File: src/rtl/led_seq_pkg.sv
// rtl/led_seq_pkg.sv - mode encodings, pattern reload constants and helpers for led_sequencer
package led_seq_pkg;

  typedef enum logic [1:0] {
    MODE_PASS  = 2'd0,
    MODE_SHIFT = 2'd1,
    MODE_BLINK = 2'd2,
    MODE_COUNT = 2'd3
  } mode_t;

  localparam logic [3:0] PAT_SHIFT_INIT = 4'b0001;
  localparam logic [3:0] PAT_BLINK_INIT = 4'b1111;
  localparam logic [3:0] PAT_COUNT_INIT = 4'b0000;

  localparam int PWM_W = 8;

  function automatic mode_t next_mode(input mode_t m);
    case (m)
      MODE_PASS:  return MODE_SHIFT;
      MODE_SHIFT: return MODE_BLINK;
      MODE_BLINK: return MODE_COUNT;
      MODE_COUNT: return MODE_PASS;
      default:    return MODE_PASS;
    endcase
  endfunction

  // PASS keeps whatever pattern the previous mode left behind.
  function automatic logic [3:0] reload_pat(input mode_t m, input logic [3:0] cur);
    case (m)
      MODE_SHIFT: return PAT_SHIFT_INIT;
      MODE_BLINK: return PAT_BLINK_INIT;
      MODE_COUNT: return PAT_COUNT_INIT;
      default:    return cur;
    endcase
  endfunction

  function automatic logic [3:0] step_pat(input mode_t m, input logic [3:0] pat,
                                          input logic [3:0] sw);
    case (m)
      MODE_SHIFT: return sw[0] ? {pat[0], pat[3:1]} : {pat[2:0], pat[3]};
      MODE_BLINK: return ~pat;
      MODE_COUNT: return sw[3] ? pat : pat + 4'd1;
      default:    return pat;
    endcase
  endfunction

  function automatic logic [3:0] led_value(input mode_t m, input logic [3:0] pat,
                                           input logic [3:0] sw);
    case (m)
      MODE_PASS:  return sw;
      MODE_BLINK: return pat & sw;
      default:    return pat;
    endcase
  endfunction

endpackage

File: src/rtl/btn_debounce.sv
// rtl/btn_debounce.sv - button synchroniser, debouncer and one-cycle rising-edge pulse
module btn_debounce #(
  parameter int DEB_CYCLES = 1_250_000
) (
  input  logic clk,
  input  logic rst_n,
  input  logic btn,
  output logic adv
);

  localparam int CW = $clog2(DEB_CYCLES + 1);
  localparam logic [CW-1:0] CNT_LAST = CW'(DEB_CYCLES - 1);

  logic          s1;
  logic          s2;
  logic          deb;
  logic          deb_d;
  logic [CW-1:0] cnt;

  always_ff @(posedge clk or negedge rst_n) begin
    if (!rst_n) begin
      s1 <= 1'b0;
      s2 <= 1'b0;
    end else begin
      s1 <= btn;
      s2 <= s1;
    end
  end

  // A new level is accepted only after DEB_CYCLES consecutive differing samples.
  always_ff @(posedge clk or negedge rst_n) begin
    if (!rst_n) begin
      deb   <= 1'b0;
      deb_d <= 1'b0;
      cnt   <= '0;
    end else begin
      deb_d <= deb;
      if (s2 == deb) begin
        cnt <= '0;
      end else if (cnt == CNT_LAST) begin
        deb <= s2;
        cnt <= '0;
      end else begin
        cnt <= cnt + 1'b1;
      end
    end
  end

  assign adv = deb & ~deb_d;

endmodule

File: src/rtl/led_sequencer.sv
// rtl/led_sequencer.sv - four-mode LED sequencer (PASS/SHIFT/BLINK/COUNT) with button mode advance
// Optional global PWM dimming is enabled by defining LED_SEQ_PWM_EN.
module led_sequencer
  import led_seq_pkg::*;
#(
  parameter int TICK_DIV   = 31_250_000,
  parameter int DEB_CYCLES = 1_250_000,
  parameter int PWM_DUTY   = 64
) (
  input  logic       clk,
  input  logic       rst_n,
  input  logic [3:0] sw,
  input  logic       btn,
  output logic [3:0] led,
  output logic [1:0] mode
);

  localparam int PW = $clog2(TICK_DIV);
  localparam logic [PW-1:0] TICK_LAST = PW'(TICK_DIV - 1);

  if (TICK_DIV < 2) begin : g_bad_tick_div
    $error("TICK_DIV must be at least 2");
  end
  if (DEB_CYCLES < 1) begin : g_bad_deb_cycles
    $error("DEB_CYCLES must be at least 1");
  end

  logic [PW-1:0] pcnt;
  logic          tick;
  logic          adv;
  mode_t         mode_q;
  mode_t         mode_nxt;
  logic [3:0]    pat;
  logic [3:0]    led_q;

  btn_debounce #(
    .DEB_CYCLES(DEB_CYCLES)
  ) u_btn_debounce (
    .clk  (clk),
    .rst_n(rst_n),
    .btn  (btn),
    .adv  (adv)
  );

  assign tick     = (pcnt == TICK_LAST);
  assign mode_nxt = next_mode(mode_q);

  // Clearing on adv restarts the step phase so every mode begins with a full interval.
  always_ff @(posedge clk or negedge rst_n) begin
    if (!rst_n) begin
      pcnt <= '0;
    end else if (adv || tick) begin
      pcnt <= '0;
    end else begin
      pcnt <= pcnt + 1'b1;
    end
  end

  // adv takes priority over tick: a mode change never also takes a step.
  always_ff @(posedge clk or negedge rst_n) begin
    if (!rst_n) begin
      mode_q <= MODE_PASS;
      pat    <= '0;
      led_q  <= '0;
    end else begin
      led_q <= led_value(mode_q, pat, sw);
      if (adv) begin
        mode_q <= mode_nxt;
        pat    <= reload_pat(mode_nxt, pat);
      end else if (tick) begin
        pat <= step_pat(mode_q, pat, sw);
      end
    end
  end

  assign mode = mode_q;

`ifdef LED_SEQ_PWM_EN
  localparam logic [PWM_W:0] DUTY = (PWM_W + 1)'(PWM_DUTY);

  if (PWM_DUTY < 0 || PWM_DUTY > 255) begin : g_bad_pwm_duty
    $error("PWM_DUTY must be in 0..255");
  end

  logic [PWM_W-1:0] pwm_cnt;

  always_ff @(posedge clk or negedge rst_n) begin
    if (!rst_n) begin
      pwm_cnt <= '0;
    end else begin
      pwm_cnt <= pwm_cnt + 1'b1;
    end
  end

  assign led = led_q & {4{({1'b0, pwm_cnt} < DUTY)}};
`else
  localparam int pwm_duty_unused = PWM_DUTY;

  assign led = led_q;
`endif

endmodule
File: config.mk
export PLATFORM = sky130hd
export DESIGN_NAME = led_sequencer
export DESIGN_NICKNAME = d
export VERILOG_FILES = /design/src/rtl/led_seq_pkg.sv /design/src/rtl/btn_debounce.sv /design/src/rtl/led_sequencer.sv
export SDC_FILE = /design/constraint.sdc
export NUM_CORES = 1
export LEC_CHECK = 0
export ABC_AREA = 1
export BUFFER_PORTS_ARGS = -buffer_cell sky130_fd_sc_hd__buf_2
export CELL_PAD_IN_SITES_DETAIL_PLACEMENT = 0
export CELL_PAD_IN_SITES_GLOBAL_PLACEMENT = 1
export CORE_UTILIZATION = 45
export CTS_CLUSTER_DIAMETER = 40
export CTS_CLUSTER_SIZE = 8
export DETAILED_ROUTE_END_ITERATION = 12
export PLACE_DENSITY_LB_ADDON = 0.1
export SLEW_MARGIN = 20
export SYNTH_ARGS = -nofsm -noshare
export SYNTH_HDL_FRONTEND = slang
export SYNTH_SLANG_ARGS = --single-unit
export TNS_END_PERCENT = 1
File: constraint.sdc
create_clock -name clk -period 2.49 [get_ports clk]
set_input_delay 0.1245 -clock clk [delete_from_list [all_inputs] [get_ports clk]]
set_output_delay 0.1245 -clock clk [all_outputs]
set_load 0.05 [all_outputs]
# --- Yosys cells after proc, flatten, opt, wreduce, memory -nomap -nowiden ---
# Index checks and enable logic that the tools add are counted.
# W data, S select, Z words.
totals:
  reg_bits: 60
  inputBits: 7
  out_inout_bits: 6
op_classes:
  addsub: 3
  n_eq_ne: 11
  mux: 11
  bitwise: 5
  reduce_logical: 6
op_table:
  columns: ["op", "count"]
  rows:
  - ["$mux W21", 2]
  - ["$add A25 B1 Y25 const B", 1]
  - ["$eq A25 B25 Y1 const B", 1]
  - ["$mux W25", 1]
  - ["$pmux W4 S3", 2]
  - ["$add A21 B1 Y21 const B", 1]
  - ["$eq A21 B21 Y1 const B", 1]
  - ["$mux W4", 4]
  - ["$eq A2 B2 Y1 const B", 4]
  - ["$pmux W2 S4", 1]
  - ["$pmux W4 S2", 1]
  - ["$add A4 B1 Y4 const B", 1]
  - ["$and A4 B4 Y4", 1]
  - ["$eq A2 B1 Y1 const B", 2]
  - ["$ne A4 B1 Y1 const B", 1]
  - ["$not A4 Y4", 1]
  - ["$reduce_and A4 Y1", 1]
  - ["$reduce_bool A4 Y1", 1]
  - ["$ne A3 B3 Y1 const B", 1]
  - ["$logic_not A2 Y1", 1]
  - ["$not A1 Y1", 2]
  - ["$reduce_and A2 Y1", 1]
  - ["$reduce_bool A2 Y1", 1]
  - ["$and A1 B1 Y1", 1]
  - ["other kinds (2)", 2]

# --- Depth between registers and ports, before layout ---
depth:
  depth_word: 5
  ltp_mapped: 11
  ltp_nobuf: 10

# --- Modules after synthesis ---
# From an unflattened synthesis, not the netlist that was laid out.
hier_totals:
  hier_cells: 499
  hier_area_um2: 3557.2
by_module_without_submodules:
  columns: ["mod", "instances", "cells_per_inst", "area_per_inst_um2", "seq_area_each_um2"]
  rows:
  - ["led_sequencer", 1, 322, 2210.9, 875.8]
  - ["btn_debounce", 1, 177, 1346.3, 625.6]

# --- Worst setup path after synthesis ---
# No wires, ideal clock.
synth_timing:
  path_kind: "register to register"
  start: "register mode_q[0] (netlist: mode[0])"
  end: "register pat[3]"
  setup_ps: 65
  arrival_ps: 1872
  setup_slack_ps: 554
  path_stages_with_launch: 9
  n_path_buf: 0
  period_less_slack_ps: 1936
  path_cell_list: "dfrtp_1 > inv_1 > ha_1 > or2_2 > nor3_1 > a21oi_1 > nand2_2 > nand2_1 > nand2_1"
synth_between:
  elab_chain_cells: 5
  word_cells_on_any_way: 16
  cone_classes: "eq/ne: 8; mux: 5; reduce/logical: 3"
synth_lines:
  columns: ["element", "line", "rtl"]
  rows:
  - ["start, declared", "led_sequencer.sv:31", "mode_t mode_q;"]
  - ["start signal, assigned", "led_sequencer.sv:68", "mode_q <= mode_nxt;"]
  - ["$eq A2 B2 Y1 (tied with other cells)", "led_seq_pkg.sv:18, led_seq_pkg.sv:39", null]
  - ["$pmux W2 S4", "led_seq_pkg.sv:18", "case (m)"]
  - ["$eq A2 B2 Y1 or $eq A2 B1 Y1 (tied branches)", "led_seq_pkg.sv:29", "case (m)"]
  - ["$ne A4 B1 Y1 (no line) or $pmux W4 S3 (tied branches)", null, null]
  - ["$reduce_and A4 Y1 (no line) or $mux W4 (tied branches)", null, null]
  - ["end signal, assigned", "led_sequencer.sv:69", "pat <= reload_pat(mode_nxt, pat);"]
  - ["end signal, assigned", "led_sequencer.sv:71", "pat <= step_pat(mode_q, pat, sw);"]
  - ["end, declared", "led_sequencer.sv:33", "logic [3:0] pat;"]
# Several ways; a longest one is shown, not always the timed one. The select of a mux whose other input is x is not followed.
# A chain may end at the register's enable or synchronous reset.

# --- Worst setup path in the final report ---
layout_timing:
  start: "register u_btn_debounce.cnt[0]"
  end: "register u_btn_debounce.cnt[15]"
layout_between:
  elab_chain_cells: 3
  word_cells_on_any_way: 4
  cone_classes: "add/sub: 1; eq/ne: 1; mux: 2"
layout_lines:
  columns: ["element", "line", "rtl"]
  rows:
  - ["start, declared", "btn_debounce.sv:18", "logic [CW-1:0] cnt;"]
  - ["start signal, assigned", "btn_debounce.sv:44", "cnt <= cnt + 1'b1;"]
  - ["$add A21 B1 Y21 or $eq A21 B21 Y1 (tied branches)", "btn_debounce.sv:44, btn_debounce.sv:40", null]
  - ["$mux W21 *", "btn_debounce.sv:40", "end else if (cnt == CNT_LAST) begin"]
  - ["$mux W21 *", "btn_debounce.sv:38", "if (s2 == deb) begin"]
# Mark *: on every way between the ends. The rest lies on a longest branch, timed or not.

==> qor.txt <==
synthesized area - 3506 sq um
Hold Path End - led[1]$_DFF_PN0_
dpl hpwl - 5969 microns
min Tclk post-route - 1.836 ns
Initial DRC Count - 115
Worst-Margin Slew - 0.7320 ns
fin cells - 620
ant diodes - 0
Sink Count - 60
highest cell delay on the worst timing path - 0.38 ns
most frequent cells in the layout - 135 x nand2_1, 99 x nor2_1, 60 x dfrtp_1
crit-path leading delay family - simple AND/OR/NAND/NOR gates
Max VDD drop - 0.0002962 V
register area - 1501 sq um
Hold Path Origin - sw[1]
most common cell after layout, fill and taps aside - nand2_1
placed insts - 602
Max Cap Viol - 0
routability cong. - 0.8614
Tcrit/Tclk final - 73.75%
# IOs - 13
outcome - finished, final reports clean
normalized max-slew margin - 51.20%
crit path DAT - 2.06 ns
Clock Latency Late Sink - 0.34 ns
Ys Warns - 0
Seq/Total Area, Yosys - 42.83%
Starting Density - 47.32%
Syn Area/Cell - 7.111 sq um
RSZ-0062 raised after global routing - no
P_leak - 1.799 nW
Final ANT Viol Nets - 0
post-CTS setup buffer count - 0
Core ar. - 7408 sq um
worst-path cell chain - ha_1 -> nand3_1 -> nor2_1 -> nand3_1 -> nand2_1 -> inv_1 -> o21ai_0 -> nor2_1
syn_nets - 510
Hold Crit Class - input port to flop
PwrDens - 544.5 nW/um^2
Final Hold Fails - 0
synthesis-to-finish area growth - 12.63%
Die ar. - 8148 sq um
Total GRT Usage - 21.51%
crit path buf inv count - 1
Worst Path Required - 2.71 ns
Crit-path slowest cell - nand2_1
#FFs+latches synth - 60
Crit. End Element - flop
wire per inst - 12.68 microns
largest net degree at the start of global routing - 33
CTS tree - yes
worst reg2reg path startpoint - u_btn_debounce.cnt[0]$_DFF_PN0_
Vias/cell - 4.908
CTS Buf Count - 9
Max Root-Sink Buffers - 2
# setup viols final - 0
CP Max Fanout - 11
Cell Rows - 31
CP Launch Type - flop
Final Max Tran Viols - 0
routed vias - 3043
chip width - 90.27 microns
global route overflow - 0
initial antenna violation count - 0
Filler Cells Inserted - 727
Mapped Cells - 493
Placed Area - 3681 sq um
die height - 90.27 microns
Port Buffers - 12
clk_skew - 0.01155 ns
Hold Path Depth - 3
H-tree depth - 3
Reg2Reg Depth - 8
CTS root buf - clkbuf_8
r2r setup slk - 0.65 ns
first-pass GRT wire length - 13940 microns
area of the multi-input gates - 1740 sq um
share of layout cells above drive strength 1 - 9.789%
clock-pin slew on the worst setup and hold paths - 0.07 ns
Initial DRT Pass Iterations - 4
nets@finish - 533
DR DRC count - 0
setup TNS - 0 ns
synth unique cells - 26
post-route design area - 3949 sq um
kind of critical path - flop to flop
Achievable Freq - 544.6 MHz
vias in the first global route - 2929
Crit Reg-Reg Endpoint - u_btn_debounce.cnt[15]$_DFF_PN0_
Total Routed Length - 7862 microns
## registers in the layout, summed over array words and instances, names as in the netlist
signal	count
led	4
pcnt	25
u_btn_debounce.s2	1
u_btn_debounce.deb_d	1
mode	2
u_btn_debounce.deb	1
u_btn_debounce.cnt	21
u_btn_debounce.s1	1
pat	4
## synthesized netlist by cell type
| library cell | count | share of area, % |
|---|---|---|
| nand2_1 | 135 | 14 |
| nor2_1 | 99 | 11 |
| dfrtp_1 | 60 | 43 |
| inv_1 | 54 | 5.8 |
| nand3_1 | 33 | 4.7 |
| nor3_1 | 23 | 3.3 |
| a21oi_1 | 15 | 2.1 |
| xor2_1 | 12 | 3.0 |
| ha_1 | 10 | 3.6 |
| inv_2 | 8 | 0.86 |
| nand4_1 | 7 | 1.2 |
| nor3b_1 | 6 | 1.3 |
| o21ai_0 | 6 | 0.86 |
| nor2_2 | 5 | 0.89 |
| buf_2 | 4 | 0.57 |
| xnor2_1 | 3 | 0.75 |
| a22oi_1 | 2 | 0.43 |
| nand3_2 | 2 | 0.57 |
| nor3_2 | 2 | 0.57 |
| a31oi_1 | 1 | 0.18 |
| buf_6 | 1 | 0.32 |
| nand2_2 | 1 | 0.18 |
| nor2_4 | 1 | 0.32 |
| o211ai_1 | 1 | 0.21 |
| o21bai_1 | 1 | 0.21 |
| or2_2 | 1 | 0.18 |
## how the worst max path moves through the flow
| stage | start | to | slack [ns] | cells past startpoint |
|---|---|---|---|---|
| 6_report | u_btn_debounce.cnt[0]$_DFF_PN0_ | u_btn_debounce.cnt[15]$_DFF_PN0_ | 0.65 | 8 |
| 5_1_grt | u_btn_debounce.cnt[0]$_DFF_PN0_ | u_btn_debounce.cnt[12]$_DFF_PN0_ | 0.46 | 8 |
| 4_1_cts | pcnt[0]$_DFF_PN0_ | pcnt[11]$_DFF_PN0_ | 0.65 | 7 |
| 3_5_place_dp | pcnt[0]$_DFF_PN0_ | pcnt[17]$_DFF_PN0_ | 0.66 | 7 |
| 3_3_place_gp | pcnt[0]$_DFF_PN0_ | pcnt[4]$_DFF_PN0_ | 0.69 | 7 |
| 2_1_floorplan | mode[0]$_DFFE_PN0P_ | pat[3]$_DFFE_PN0P_ | 0.55 | 8 |
## power by group
| group | leakage, nW | switching [mW] | total, mW | internal (mW) |
|---|---|---|---|---|
| clock network | 0.120 | 0.420 | 1.09 | 0.672 |
| registers | 0.808 | 0.00471 | 0.987 | 0.983 |
| logic | 0.871 | 0.0519 | 0.0708 | 0.0189 |
## layout make-up
cell class / count / share of cell area [%]
multi-input cells: 366 / 44.07
flip-flops and latches: 60 / 38.02
repair buffers: 17 / 2.598
clock inverters: 7 / 3.137
well taps: 99 / 3.137
inverters: 62 / 5.894
clock buffers: 9 / 3.137
## metrics by stage
step / setup WS (ns) / util (%) / power (mW) / hold WS, ns
final: 0.6537 / 53.30 / 2.150 / 0.03686
after global routing: 0.4603 / 53.30 / 2.234 / 0.05995
after CTS: 0.6535 / 53.30 / 2.177 / 0.02722
after detailed placement: 0.6620 / 49.69 / 1.077 / 0.2266
after global placement: 0.6898 / 49.69 / 1.076 / 0.2244
after floorplan: 0.5536 / - / 1.039 / -0.1711
## kinds of logic (layout without fill, tap and decap cells)
family,Yosys count,after routing,share of synthesized area [%]
DFF,60,60,42.83
AOI/OAI and AO/OA,26,26,4.033
xor gates and xnor gates,15,15,3.747
and+or+nand+nor,315,315,38.29
adders and majority gates,10,10,3.569
buffers and inverters,67,95,7.530
## repair_timing
item                                   4_1_cts  5_1_grt
hold buffers                                 2        0
gates resized for setup                      0        0
endpoints found under the hold margin       31        0
## layer usage
layer,routed length (microns),track usage [%]
met1,3776,28.01
met4,150,8.602
met3,182,2.778
met5,0,0
met2,3752,36.32
## worst min-delay path, stage by stage
cell and delay (ns):
buf_2 0.07, a21oi_1 0.03, a21oi_1 0.10
Power figures use the tool's default switching activity.
